### src/rtl/proc_pkg.sv
// Shared definitions for the 10-bit processor and its program feeder.
package proc_pkg;

    // Processor data bus width
    localparam int unsigned WIDTH = 10;

    // Feeder control states
    typedef enum logic [1:0] {
        IDLE = 2'd0,
        RUN  = 2'd1,
        HALT = 2'd2
    } feeder_state_t;

    // Instruction word layout: [9:7] opcode, [6:4] rx, [3:1] ry, [0] unused
    localparam int unsigned OPC_MSB = 9;
    localparam int unsigned OPC_LSB = 7;

    localparam logic [2:0] OP_LD  = 3'b000;
    localparam logic [2:0] OP_LDI = 3'b001;
    localparam logic [2:0] OP_MV  = 3'b010;
    localparam logic [2:0] OP_ADD = 3'b011;
    localparam logic [2:0] OP_SUB = 3'b100;
    localparam logic [2:0] OP_AND = 3'b101;
    localparam logic [2:0] OP_OR  = 3'b110;
    localparam logic [2:0] OP_NOP = 3'b111;

    // Assemble one instruction word from its fields
    function automatic logic [WIDTH-1:0] asm_instr(input logic [2:0] op,
                                                   input logic [2:0] rx,
                                                   input logic [2:0] ry);
        return {op, rx, ry, 1'b0};
    endfunction

endpackage

### src/rtl/prog_mem.sv
// Program store: register array, synchronous write, asynchronous read, async clear.
module prog_mem #(
    parameter int unsigned DEPTH = 32,
    parameter int unsigned AW    = 5,
    parameter int unsigned WIDTH = 10
) (
    input  logic             clk_i,
    input  logic             rst_ni,
    input  logic             we_i,
    input  logic [AW-1:0]    waddr_i,
    input  logic [WIDTH-1:0] wdata_i,
    input  logic [AW-1:0]    raddr_i,
    output logic [WIDTH-1:0] rdata_o
);

    logic [WIDTH-1:0] mem_q [DEPTH];

    // Clear every word on reset, otherwise store on write strobe
    always_ff @(posedge clk_i or negedge rst_ni) begin
        if (!rst_ni) begin
            for (int i = 0; i < int'(DEPTH); i++) begin
                mem_q[i] <= '0;
            end
        end else if (we_i) begin
            mem_q[waddr_i] <= wdata_i;
        end
    end

    assign rdata_o = mem_q[raddr_i];

endmodule

### src/rtl/program_feeder.sv
// Program feeder: loads a small program while idle, then presents one word per
// processor consume until the last loaded word has been taken.
module program_feeder #(
    parameter int unsigned DEPTH = 32,
    parameter int unsigned AW    = 5,
    parameter int unsigned WIDTH = 10
) (
    input  logic             CLKb,
    input  logic             RSTn,
    input  logic             WR_EN,
    input  logic [AW-1:0]    WR_ADDR,
    input  logic [WIDTH-1:0] WR_DATA,
    input  logic [AW:0]      LEN_IN,
    input  logic             START,
    input  logic             ABORT,
    input  logic             CONSUME,
    output logic [WIDTH-1:0] D_OUT,
    output logic [AW-1:0]    PC,
    output logic             RUNNING,
    output logic             HALTED
);

    import proc_pkg::*;

    localparam logic [AW:0] DEPTH_L = (AW + 1)'(DEPTH);

    feeder_state_t    state_q;
    logic [AW-1:0]    pc_q;
    logic [AW:0]      len_q;
    logic             running_q;
    logic             halted_q;

    logic [AW:0]      len_clamped;
    logic [AW:0]      last_idx;
    logic             mem_we;
    logic [WIDTH-1:0] mem_rdata;

    assign len_clamped = (LEN_IN > DEPTH_L) ? DEPTH_L : LEN_IN;
    assign last_idx    = len_q - (AW + 1)'(1);

    // Loads only while idle; ABORT outranks a write on the same edge
    assign mem_we = WR_EN && !ABORT && (state_q == IDLE) && ({1'b0, WR_ADDR} < DEPTH_L);

    prog_mem #(
        .DEPTH (DEPTH),
        .AW    (AW),
        .WIDTH (WIDTH)
    ) u_prog_mem (
        .clk_i   (CLKb),
        .rst_ni  (RSTn),
        .we_i    (mem_we),
        .waddr_i (WR_ADDR),
        .wdata_i (WR_DATA),
        .raddr_i (pc_q),
        .rdata_o (mem_rdata)
    );

    // Control FSM with PC, length and registered status flags
    always_ff @(posedge CLKb or negedge RSTn) begin
        if (!RSTn) begin
            state_q   <= IDLE;
            pc_q      <= '0;
            len_q     <= '0;
            running_q <= 1'b0;
            halted_q  <= 1'b0;
        end else if (ABORT) begin
            // Memory and length are kept so START alone reruns the program
            state_q   <= IDLE;
            pc_q      <= '0;
            running_q <= 1'b0;
            halted_q  <= 1'b0;
        end else begin
            case (state_q)
                IDLE: begin
                    if (START) begin
                        len_q <= len_clamped;
                        pc_q  <= '0;
                        if (len_clamped != '0) begin
                            state_q   <= RUN;
                            running_q <= 1'b1;
                        end else begin
                            state_q  <= HALT;
                            halted_q <= 1'b1;
                        end
                    end
                end
                RUN: begin
                    if (CONSUME) begin
                        if ({1'b0, pc_q} == last_idx) begin
                            // PC stays on the last word; no wrap
                            state_q   <= HALT;
                            running_q <= 1'b0;
                            halted_q  <= 1'b1;
                        end else begin
                            pc_q <= pc_q + AW'(1);
                        end
                    end
                end
                HALT: begin
                end
                default: begin
                    state_q   <= IDLE;
                    pc_q      <= '0;
                    running_q <= 1'b0;
                    halted_q  <= 1'b0;
                end
            endcase
        end
    end

    // Word is only driven while running; zero in IDLE, HALT and reset
    assign D_OUT   = running_q ? mem_rdata : '0;
    assign PC      = pc_q;
    assign RUNNING = running_q;
    assign HALTED  = halted_q;

endmodule

### config.mk
export PLATFORM = sky130hd
export DESIGN_NAME = program_feeder
export DESIGN_NICKNAME = d
export VERILOG_FILES = /design/src/rtl/proc_pkg.sv /design/src/rtl/prog_mem.sv /design/src/rtl/program_feeder.sv
export SDC_FILE = /design/constraint.sdc
export NUM_CORES = 1
export LEC_CHECK = 0
export CORE_MARGIN = 5
export CORE_UTILIZATION = 51
export DETAILED_ROUTE_END_ITERATION = 10
export PLACE_DENSITY = 0.76
export SYNTH_ARGS = -nofsm -noshare
export SYNTH_HDL_FRONTEND = slang
export SYNTH_HIERARCHICAL = 1
export SYNTH_SLANG_ARGS = --single-unit
### constraint.sdc
create_clock -name CLKb -period 3.48 [get_ports CLKb]
set_clock_uncertainty 0.1 [all_clocks]
set_input_delay 0.348 -clock CLKb [delete_from_list [all_inputs] [get_ports CLKb]]
set_output_delay 0.348 -clock CLKb [all_outputs]
set_load 0.01 [all_outputs]
==> impl_metrics.toml, run 1 <==
[run_status]
status = "completed"

[synthesis]
yosysWarnings = 6
synthArstFlopShare = 1.00
syn_nets = 1227
yosys_register_bits = 335
synth_xor_area_frac = 0.00435
yosysTopAreaCell = "dfrtp_1"
muxShareOfSynthArea = 0.326
synth_ff_type = "dfrtp_1"
synthSimpleGateAreaFrac = 0.0705
synth-edff-count = 0
synth_top_family_by_area = "multiplexers"
synthesis.area_mm2 = 0.0161
synthCells = 1198
synth_top_cell_area_share = 0.521
synth_fa_ha_area_frac = 0.00155
yosysSeqAreaShare = 0.521
synth_cell_type_count = 58
synth-compound-area-share = 0.0499
netlist_top_cells_area = "dfrtp_1 52%, mux2_2 21%, mux2i_1 9.9%, a22oi_1 1.9%, a22o_1 1.1%"
syn_avg_cell_area_um2 = 13.4

[placed_design]
placed_area_mm2 = 0.0171
dp_cells = 1608
port_buffers = 43
globalplace.congestion = 0.859
dp_hpwl_um = 24600
post-place-ws_ns = 0.423

[finish]
layout_common_cells = "333 x dfrtp_1, 303 x mux2_2, 160 x mux2i_1, 42 x clkdlybuf4s50_1, 41 x buf_4"
area_delta_synth_final_pct = 15.4
diodes = 0
fillers = 2465
stdcell_area_mm2 = 0.0186
drive_above_1_share = 0.379
nets = 1282
final_common_cell = "dfrtp_1"
fin_cells = 1681

[run]
maxCapViolations = 0

[critical_path]
reg2reg_slack_ns = 0.90
reg2reg_to = "u_prog_mem/mem_q[72]"
rr_startpoint = "state_q[0]"
required_ns = 3.03
criticalPathCategory = "reg -> out"
worstSetupEndpointType = "output pin"
crit_buf_inv = 2
critPathLaunch = "PC[1]"
cpPeakStageDelay_ns = 0.55
path_cells = "buf_12 > mux2i_1 > nand2_1 > a31oi_1 > nand3_1 > and2_1 > clkdlybuf4s50_1"
critPathSlowestCell = "dfrtp_4"
cpLargestDelayFamily = "buffers and inverters"
crit_path_start_kind = "register"
arrival_ns = 2.97
crit_cells = 7
endpoint = "D_OUT[5]"
crit_fanout = 30
rr_worst_depth = 6

[sta]
fin_ws_ns = 0.0608
whs_ns = 0.296
rsz0062_at_grt = "yes"
max_slew_margin = 0.139
finalCriticalPeriod_ns = 3.42
maxSlewViolCount = 0
hold_viol_final = 0
post-route-period-util = 0.983
fmax_ghz = 0.292
tightestPinTransition_ns = 1.29
setup_violations = 0

[grt]
grt_max_degree = 97
grt_usage = 0.218
antenna_found_initial = 0
grt_pass1_wl_um = 61500
globalRouteOverflowTotal = 0
grt_pass1_vias = 10700

[routing]
drt_iter0_markers = 806
drt-vias-per-instance = 6.04
final_antenna_net_count = 0
wl_per_cell_um = 23.0
vias = 10200
drc_errors = 0
wirelength_um = 38700
dr.pass1.iters = 5

[power]
vdd_drop_max_mv = 0.298
power_leakage_nw = 8.51
power.density_mw_per_mm2 = 526
power_w = 0.00977

[floorplanning]
die_area_mm2 = 0.0352
boundaryPins = 44
placementRows = 65
coreArea_mm2 = 0.0314
die_h_um = 188
initial_core_util = 0.513
fp.dieW_um = 188

[clock_network]
insertion_delay_ns = 0.51
cts_buffer_depth = 3
numCtsBuffers = 37
cts_tree = "done"
numClockSinks = 335
clkSlewWorstSetupHoldPaths_ns = 0.06
root_buffer = "clkbuf_16"
htreeDepth = 2

[min_path]
hold_path.class = "in -> async"
worst min-delay path by stage:
stage                       start                    end  slack, ns
after floorplan              RSTn                 HALTED      -0.05
after global placement       RSTn  u_prog_mem/mem_q[164]       0.27
after detailed placement     RSTn  u_prog_mem/mem_q[164]       0.27
after CTS                 CONSUME             state_q[0]       0.31
after global routing      CONSUME             state_q[0]       0.33
final                        RSTn  u_prog_mem/mem_q[164]       0.30
registers in the layout, summed over array words and instances, names as in the netlist:
signal	cells
u_prog_mem/mem_q	320
len_q	6
PC	5
state_q	2
HALTED	1
RUNNING	1
layer usage:
| layer | track usage | share of wire | vias up |
|---|---|---|---|
| met5 | 0 | 0 | - |
| met4 | 0.0593 | 0.021 | 0 |
| met3 | 0.0391 | 0.055 | 64 |
| met2 | 0.358 | 0.49 | 291 |
| met1 | 0.300 | 0.44 | 5301 |
| li1 | - | - | 4498 |
stage by stage:
| stage | TNS, ns | utilization |
|---|---|---|
| 6_report | 0 | 0.592 |
| 2_1_floorplan | 0 | - |
| 3_3_place_gp | 0 | 0.546 |
| 5_1_grt | -0.0224 | 0.592 |
| 3_5_place_dp | 0 | 0.546 |
| 4_1_cts | 0 | 0.589 |
cells in the mapped netlist, types with 2 or more instances:
cell and count:
a21oi_1 23, a22o_1 21, a22oi_1 40, a31oi_1 11
and2_1 12, buf_1 5, buf_2 14, buf_4 12
buf_6 4, clkbuf_1 49, dfrtp_1 335, ha_1 2
inv_1 5, mux2_1 8, mux2_2 303, mux2_4 10
mux2i_1 160, nand2_1 33, nand2_2 16, nand2b_1 8
nand3_1 26, nand3b_1 2, nand3b_4 3, nand4_1 11
nor2_1 9, nor2_2 8, nor2_8 8, nor2b_1 2
nor3_1 13, nor3b_1 2, nor3b_4 3, nor4_1 2
o211ai_1 2, o21ai_0 5, or4_1 2, xnor2_1 4
xor2_1 4
worst register-to-register path, cell delays in order (launching register included):
cell	delay, ns
dfrtp_1	0.49
nor4b_1	0.33
buf_4	0.21
or3b_1	0.50
buf_12	0.21
nor2_8	0.24
mux2_2	0.38
repair_timing:
action,in CTS,in global routing
pin swaps,0,1
endpoints found under the hold margin,74,0
setup endpoints to repair,10,9
resized for setup,1,6
buffers inserted,4,2
cloned,0,1
hold buffers,1,0
where the power goes:
part | internal [W] | total (W) | switching (W)
clock network | 0.00248 | 0.00403 | 0.00155
logic | 0.000617 | 0.00119 | 0.000574
registers | 0.00432 | 0.00456 | 0.000238
total | 0.00741 | 0.00977 | 0.00236
cell type report:
class / count / area, µm² / share of cell area
sequential: 335 / 8390 / 0.452
clock buffer: 52 / 1120 / 0.0606
tap: 402 / 503 / 0.0271
timing repair buffer: 100 / 1060 / 0.0569
multi-input combinational: 774 / 7330 / 0.395
clock inverter: 13 / 148 / 0.00795
inverter: 5 / 18.8 / 0.00101
logic make-up (layout without fill, tap and decap cells):
| kind of cell | Yosys count | count (layout) |
|---|---|---|
| adders and majority gates | 2 | 2 |
| xor gates and xnor gates | 8 | 8 |
| buffers and inverters | 89 | 170 |
| and+or+nand+nor | 170 | 170 |
| muxes | 481 | 481 |
| AOI/OAI and AO/OA | 113 | 113 |
| DFF | 335 | 335 |
No activity file was read; power rests on OpenSTA's default activity.
==> run 2: changes to the inputs <==
Settings changed: PLACE_DENSITY 0.76 to 0.65.
Clock period 3.48 ns to 3.79 ns, I/O delays scaled along.
==> run 2 against run 1 <==
Effect of this change: cell count decreased by 0.24%; final area decreased by 0.65%; die area unchanged; worst setup slack improved by 0.15 ns; clock-buffer cell count increased by 6; critical path depth unchanged; routed wire length increased by 1.4%; total power decreased by 7.7%; largest cell class unchanged; highest routed layer is now met5.
==> impl_metrics.toml, run 2 (synthesis gave the netlist of run 1 again) <==
[placed_design]
post-place-ws_ns = 0.554
placed_area_mm2 = 0.0171
port_buffers = 43
globalplace.congestion = 0.819
dp_cells = 1605
dp_hpwl_um = 24700

[power]
seqPwrFrac = 0.463
p_sw_w = 0.00216
power.density_mw_per_mm2 = 489
swShare = 0.240
vdd_drop_max_mv = 0.346
p_comb_frac = 0.119
intPower_w = 0.00686
pwr-share-clk = 0.417
power_leakage_nw = 8.46

[sta]
fin_ws_ns = 0.210
tns_ns = 0
fmax_ghz = 0.279
post-route-period-util = 0.945
setup_violations = 0
max_slew_margin = 0.453
rsz0062_at_grt = "no"
maxSlewViolCount = 0
whs_ns = 0.360
finalCriticalPeriod_ns = 3.58
tightestPinTransition_ns = 0.820
hold_viol_final = 0

[routing]
drt_iter0_markers = 439
dr.pass1.iters = 5
wl_per_cell_um = 23.4
drc_errors = 0
wirelength_um = 39200
drt-vias-per-instance = 5.95
vias = 9979
final_antenna_net_count = 0

[clock_network]
insertion_delay_ns = 0.51
numClockSinks = 335
clkSlewWorstSetupHoldPaths_ns = 0.06
cts_buffer_depth = 3
htreeDepth = 2
root_buffer = "clkbuf_16"
numCtsBuffers = 39
cts_tree = "done"

[critical_path]
worstSetupEndpointType = "output pin"
crit_fanout = 28
cpPeakStageDelay_ns = 0.50
critPathSlowestCell = "dfrtp_2"
crit_path_start_kind = "register"
required_ns = 3.31
criticalPathCategory = "reg -> out"
path_cells = "nor2b_4 > buf_4 > a22oi_1 > a31oi_1 > nand3_1 > and2_1 > clkdlybuf4s50_1"
arrival_ns = 3.10

[grt]
grt_pass1_vias = 10300
grt_max_degree = 99
grt_pass1_wl_um = 62700
antenna_found_initial = 1
globalRouteOverflowTotal = 0
grt_usage = 0.224

[floorplanning]
initial_core_util = 0.513
coreArea_mm2 = 0.0314
die_h_um = 188
placementRows = 65
fp.dieW_um = 188
die_area_mm2 = 0.0352
boundaryPins = 44

[finish]
largest_reg_flops = 320
drive_above_1_share = 0.374
final_common_cell = "dfrtp_1"
regMostFlops = "u_prog_mem/mem_q"
layout_common_cells = "332 x dfrtp_1, 303 x mux2_2, 160 x mux2i_1, 42 x clkdlybuf4s50_1, 41 x clkbuf_16"
stdcell_area_mm2 = 0.0184
diodes = 0
nets = 1276
area_delta_synth_final_pct = 14.6
fin_cells = 1677

[run_status]
status = "completed"

[min_path]
hold_path.class = "in -> reg"

[run]
maxCapViolations = 0
run 2: changes by cell type in the layout (fill, tap and decap cells not counted), moves of 2 or more:
cell      change
nor3_2        -3
inv_6         -2
buf_12        -4
clkbuf_8      +2
nor3_1        +3
clkbuf_1      +2
run 2: layout make-up:
cell class	count	area (µm²)
multi-input cells	774	7320
clock buffers	58	1210
flip-flops and latches	335	8390
inverters	5	18.8
clock inverters	11	105
fillers	2555	12900
repair buffers	92	906
well taps	402	503
run 2: what timing repair did:
item / CTS / global route
pin swaps: 0 / 0
gates resized for setup: 1 / 2
buffers inserted: 0 / 2
hold endpoints to repair: 94 / 0
endpoints found under the setup margin: 1 / 3
hold buffers: 1 / 0
run 2: worst max-delay path, delay by kind of cell (launching register included):
kind                   cells  cell delay (ns)
AO/OA/AOI/OAI              2             0.70
buffers and inverters      2             0.85
flip-flops                 1             0.50
AND/OR/NAND/NOR            3             0.52
run 2: layer usage:
metal | track usage | share of wire
met1 | 0.343 | 0.49
met2 | 0.345 | 0.46
met3 | 0.0272 | 0.032
met4 | 0.0525 | 0.022
met5 | 0 | 0.00033
run 2: path summary, 6_finish.rpt:
| kind | startpoint | end | slack (ns) | cells after the start |
|---|---|---|---|---|
| min in group asynchronous | RSTn | u_prog_mem/mem_q[163] | 0.38 | 2 |
| hold reg to reg | u_prog_mem/mem_q[177] | u_prog_mem/mem_q[177] | 0.39 | 1 |
| max in group asynchronous | RSTn | u_prog_mem/mem_q[272] | 2.09 | 3 |
| setup reg to reg | state_q[0] | u_prog_mem/mem_q[78] | 1.14 | 6 |
| setup / recovery | PC[0] | D_OUT[6] | 0.21 | 7 |
| hold / removal | LEN_IN[0] | len_q[0] | 0.36 | 3 |
run 2: through the flow:
stage / power, W / util
after floorplan: 0.00491 / -
after global placement: 0.00528 / 0.545
after detailed placement: 0.00532 / 0.545
after CTS: 0.00912 / 0.587
after global routing: 0.00941 / 0.588
final: 0.00902 / 0.588
run 2: power groups by stage:
stage	Sequential, W	Clock [W]	Combinational [W]
after floorplan	0.00417	0	0.000741
after global placement	0.00423	0	0.00105
after detailed placement	0.00424	0	0.00108
after CTS	0.00418	0.00385	0.00109
after global routing	0.00422	0.00401	0.00118
final	0.00418	0.00377	0.00108
==> edit 1, RTL diff (settings of run 1) <==
Register the input `WR_ADDR` before use, without a reset. The logic sees it one clock later. The other inputs are not delayed to match.
--- a/src/rtl/program_feeder.sv
+++ b/src/rtl/program_feeder.sv
@@ -24,6 +24,12 @@
 
     localparam logic [AW:0] DEPTH_L = (AW + 1)'(DEPTH);
 
+    logic [AW-1:0] WR_ADDR_q;
+
+    always_ff @(posedge CLKb) begin
+        WR_ADDR_q <= WR_ADDR;
+    end
+
     feeder_state_t    state_q;
     logic [AW-1:0]    pc_q;
     logic [AW:0]      len_q;
@@ -39,7 +45,7 @@
     assign last_idx    = len_q - (AW + 1)'(1);
 
     // Loads only while idle; ABORT outranks a write on the same edge
-    assign mem_we = WR_EN && !ABORT && (state_q == IDLE) && ({1'b0, WR_ADDR} < DEPTH_L);
+    assign mem_we = WR_EN && !ABORT && (state_q == IDLE) && ({1'b0, WR_ADDR_q} < DEPTH_L);
 
     prog_mem #(
         .DEPTH (DEPTH),
@@ -49,7 +55,7 @@
         .clk_i   (CLKb),
         .rst_ni  (RSTn),
         .we_i    (mem_we),
-        .waddr_i (WR_ADDR),
+        .waddr_i (WR_ADDR_q),
         .wdata_i (WR_DATA),
         .raddr_i (pc_q),
         .rdata_o (mem_rdata)
Function: changed (Yosys sat finds a counterexample within 4 cycles, from zero or initial values and one cycle with RSTn low).
==> edit 1 against run 1 <==
Worst hold slack worse by 0.12 ns. Sequential cell count rose by 5. Power grew 4.8%. Clock power down 1%. Worst setup slack got worse by 0.027 ns. Design area is 0.34% higher. Combinational power rose by 29%. Critical path depth rose by 2. First-iteration DRC count is 2.6% higher. Wire length rose by 1.5%. Area after synthesis is 0.81% higher. Utilization about the same.
==> edit 1: results <==
export IMPL_status="completed"
export IMPL_post_drt_wl_per_cell_um=23.19
export IMPL_grt_pass1_wl_um=62490
export IMPL_period_needed_ns=3.446
export IMPL_gp_congestion=0.8071
export IMPL_dp_slack_ns=0.3539
export IMPL_r2r_end="u_prog_mem/mem_q[195]"
export IMPL_yosysWarnings=6
export IMPL_whs_ns=0.1716
export IMPL_ys_seq_area_frac=0.5228
export IMPL_ys_top_cells_by_area="dfrtp_1 (52%), mux2_2 (21%), mux2i_1 (9.9%)"
export IMPL_grt_use_total=0.2211
export IMPL_grt_pass1_vias=10590
export IMPL_synth_nets=1235
export IMPL_reg2reg_setup_slack_ns=0.97
export IMPL_p_leak_nw=8.562
export IMPL_viasPerCell=6.027
export IMPL_p_sw_mw=2.603
export IMPL_synth_commonest_cells="dfrtp_1 (335), mux2_2 (303), mux2i_1 (161)"
export IMPL_async_reset_ff_frac=0.9853
export IMPL_grt_start_max_net_pins=94
export IMPL_antenna_found_initial=1
export IMPL_ir_drop_uv=400.5
export IMPL_dpl_hpwl_um=24340
export IMPL_nNetsFinal=1291
export IMPL_placed_area_um2=17260
export IMPL_final_fill_count=2422
## edit 1: power by group through the flow
stage                     sequential [mW]  clock, mW  combinational (mW)
after CTS                            4.72       4.07                1.52
final                                4.72       3.99                1.53
after global routing                 4.77       4.24                1.66
after global placement               4.77          0                1.42
after detailed placement             4.79          0                1.47
after floorplan                      4.67          0                1.06
## edit 1: per-stage QoR
stage	cells	util
2_1_floorplan	1206	-
4_1_cts	1691	0.5909
5_1_grt	1692	0.5919
3_3_place_gp	1617	0.5484
3_5_place_dp	1617	0.5484
6_report	1693	0.5920
## edit 1: cell families (layout without fill, tap and decap cells)
kind of cell | Yosys count | in the layout | share of synthesized area
muxes | 482 | 482 | 0.3244
DFF | 340 | 340 | 0.5228
buffers and inverters | 91 | 175 | 0.02683
xor gates and xnor gates | 7 | 7 | 0.003778
other | 0 | 1 | 0
AOI/OAI and AO/OA | 116 | 116 | 0.04997
and+or+nand+nor | 168 | 168 | 0.07071
adders and majority gates | 2 | 2 | 0.001542
## edit 1: critical path, stage by stage, from the launching register on
cell and delay, ns:
dfrtp_1 0.43, buf_4 0.21, nor2b_4 0.13, buf_12 0.26
a22o_1 0.17, nor3_1 0.05, a31oi_1 0.33, nand3_1 0.21
and2_1 0.21, clkdlybuf4s50_1 0.47
## edit 1: how the worst max path moves through the flow
stage,end,from,cells after the start
5_1_grt,D_OUT[1],PC[2],8
4_1_cts,D_OUT[2],PC[1],8
3_5_place_dp,D_OUT[2],PC[1],8
3_3_place_gp,D_OUT[0],PC[0],8
2_1_floorplan,u_prog_mem/mem_q[190],state_q[0],6
6_report,D_OUT[3],PC[2],9
## edit 1: area by class of cell
cell class | instances | share of cell area
Multi-Input combinational cell | 775 | 0.3953
Clock inverter | 11 | 0.007387
Timing Repair Buffer | 102 | 0.05385
Clock buffer | 56 | 0.05956
Antenna cell | 1 | 0.0001343
Sequential cell | 340 | 0.4555
Tap cell | 402 | 0.02699
Inverter | 6 | 0.001209
## edit 1: per-layer routing
metal / global-route usage / part of all wire / up-vias
met5: 0 / 0.00033 / -
met4: 0.06194 / 0.023 / 2
met3: 0.03298 / 0.049 / 58
met2: 0.3443 / 0.47 / 270
met1: 0.3261 / 0.46 / 5349
li1: - / - / 4525
## edit 1: timing repair
action                     in CTS  in global routing
hold endpoints to repair       75                  0
setup endpoints to repair      10                  4
pin swaps                       1                  0
gates resized for setup         3                  5
hold buffers                    1                  0
buffers inserted                6                  1
==> edit 2, RTL diff (config.mk and constraints of run 1) <==
Without the edit above. `AW` is set to 5 in 2 places; all go to 4.
--- a/src/rtl/prog_mem.sv
+++ b/src/rtl/prog_mem.sv
@@ -1,7 +1,7 @@
 // Program store: register array, synchronous write, asynchronous read, async clear.
 module prog_mem #(
     parameter int unsigned DEPTH = 32,
-    parameter int unsigned AW    = 5,
+    parameter int unsigned AW    = 4,
     parameter int unsigned WIDTH = 10
 ) (
     input  logic             clk_i,
--- a/src/rtl/program_feeder.sv
+++ b/src/rtl/program_feeder.sv
@@ -2,7 +2,7 @@
 // processor consume until the last loaded word has been taken.
 module program_feeder #(
     parameter int unsigned DEPTH = 32,
-    parameter int unsigned AW    = 5,
+    parameter int unsigned AW    = 4,
     parameter int unsigned WIDTH = 10
 ) (
     input  logic             CLKb,
Ports: changed (resized LEN_IN, PC and WR_ADDR); port bits go from 44 to 41. The function was not compared with the original's and may differ.
==> edit 2 against run 1 <==
The flow now finishes with violations (slew limit). Area after synthesis is 50% lower. Design area is 50% lower. Worst hold slack better by 0.096 ns. Sequential cell count is 162 lower. Wire length is 55% lower. Power is 44% lower. Worst setup slack better by 0.19 ns. Sequential share of layout area is 1.6 points higher. Synthesized cell count is 56% lower. Largest cell class unchanged. Highest routed layer unchanged.
==> edit 2: results <==
export IMPL_maxSlewViolCount=22
export IMPL_nMultiInputCombCells=325
export IMPL_r2r_end="PC[0]"
export IMPL_grt_pass1_vias=5060
export IMPL_cp_endpoint="D_OUT[9]"
export IMPL_clkPwrFrac=0.365
export IMPL_cts_sinks=173
export IMPL_initial_core_util=0.5239
export IMPL_layoutNonFillerInstCount=792
export IMPL_rr_worst_depth=7
export IMPL_violations="slew limit"
export IMPL_p_sw_mw=1.274
export IMPL_worstMarginPinSlew_ns=2.698
export IMPL_firstDrtPassIters=4
export IMPL_cts_resized=0
export IMPL_layout_drive_gt1_share=0.4406
export IMPL_setup_ws_ns=0.2542
export IMPL_signal_buffers=47
export IMPL_placed_cells=759
export IMPL_grt_pass1_wl_um=28370
export IMPL_wl_met1_um=7245
export IMPL_synth_commonest_cells="dfrtp_1 (173), mux2_2 (150), mux4_2 (40)"
export IMPL_clk_latency_ns=0.42
export IMPL_wl_met2_um=8871
export IMPL_whs_ns=0.3924
export IMPL_reg2reg_setup_slack_ns=1.36
export IMPL_first_iter_violations=358
export IMPL_dp_slack_ns=0.7004
export IMPL_wl_met3_um=892
export IMPL_status="finished, violations left"
-- edit 2: cell families (layout without fill, tap and decap cells) --
family | after synthesis | after routing | synth area share
muxes | 201 | 201 | 0.3429
other | 1 | 6 | 0.0004674
adders and majority gates | 2 | 2 | 0.003119
DFF | 173 | 173 | 0.5396
xor gates and xnor gates | 6 | 6 | 0.008421
AOI/OAI and AO/OA | 33 | 33 | 0.03041
and+or+nand+nor | 77 | 77 | 0.05490
buffers and inverters | 37 | 83 | 0.02012
-- edit 2: per-stage QoR --
stage / instance area, um^2 / total power, mW
3_5_place_dp: 8618 / 3.476
5_1_grt: 9253 / 5.678
3_3_place_gp: 8618 / 3.388
2_1_floorplan: 8041 / 3.236
6_report: 9253 / 5.432
4_1_cts: 9253 / 5.463
-- edit 2: layer usage --
metal,vias up,GRT usage
met2,110,0.3285
met1,2511,0.2744
met5,-,0
li1,2044,-
met3,20,0.05201
met4,0,0.06663
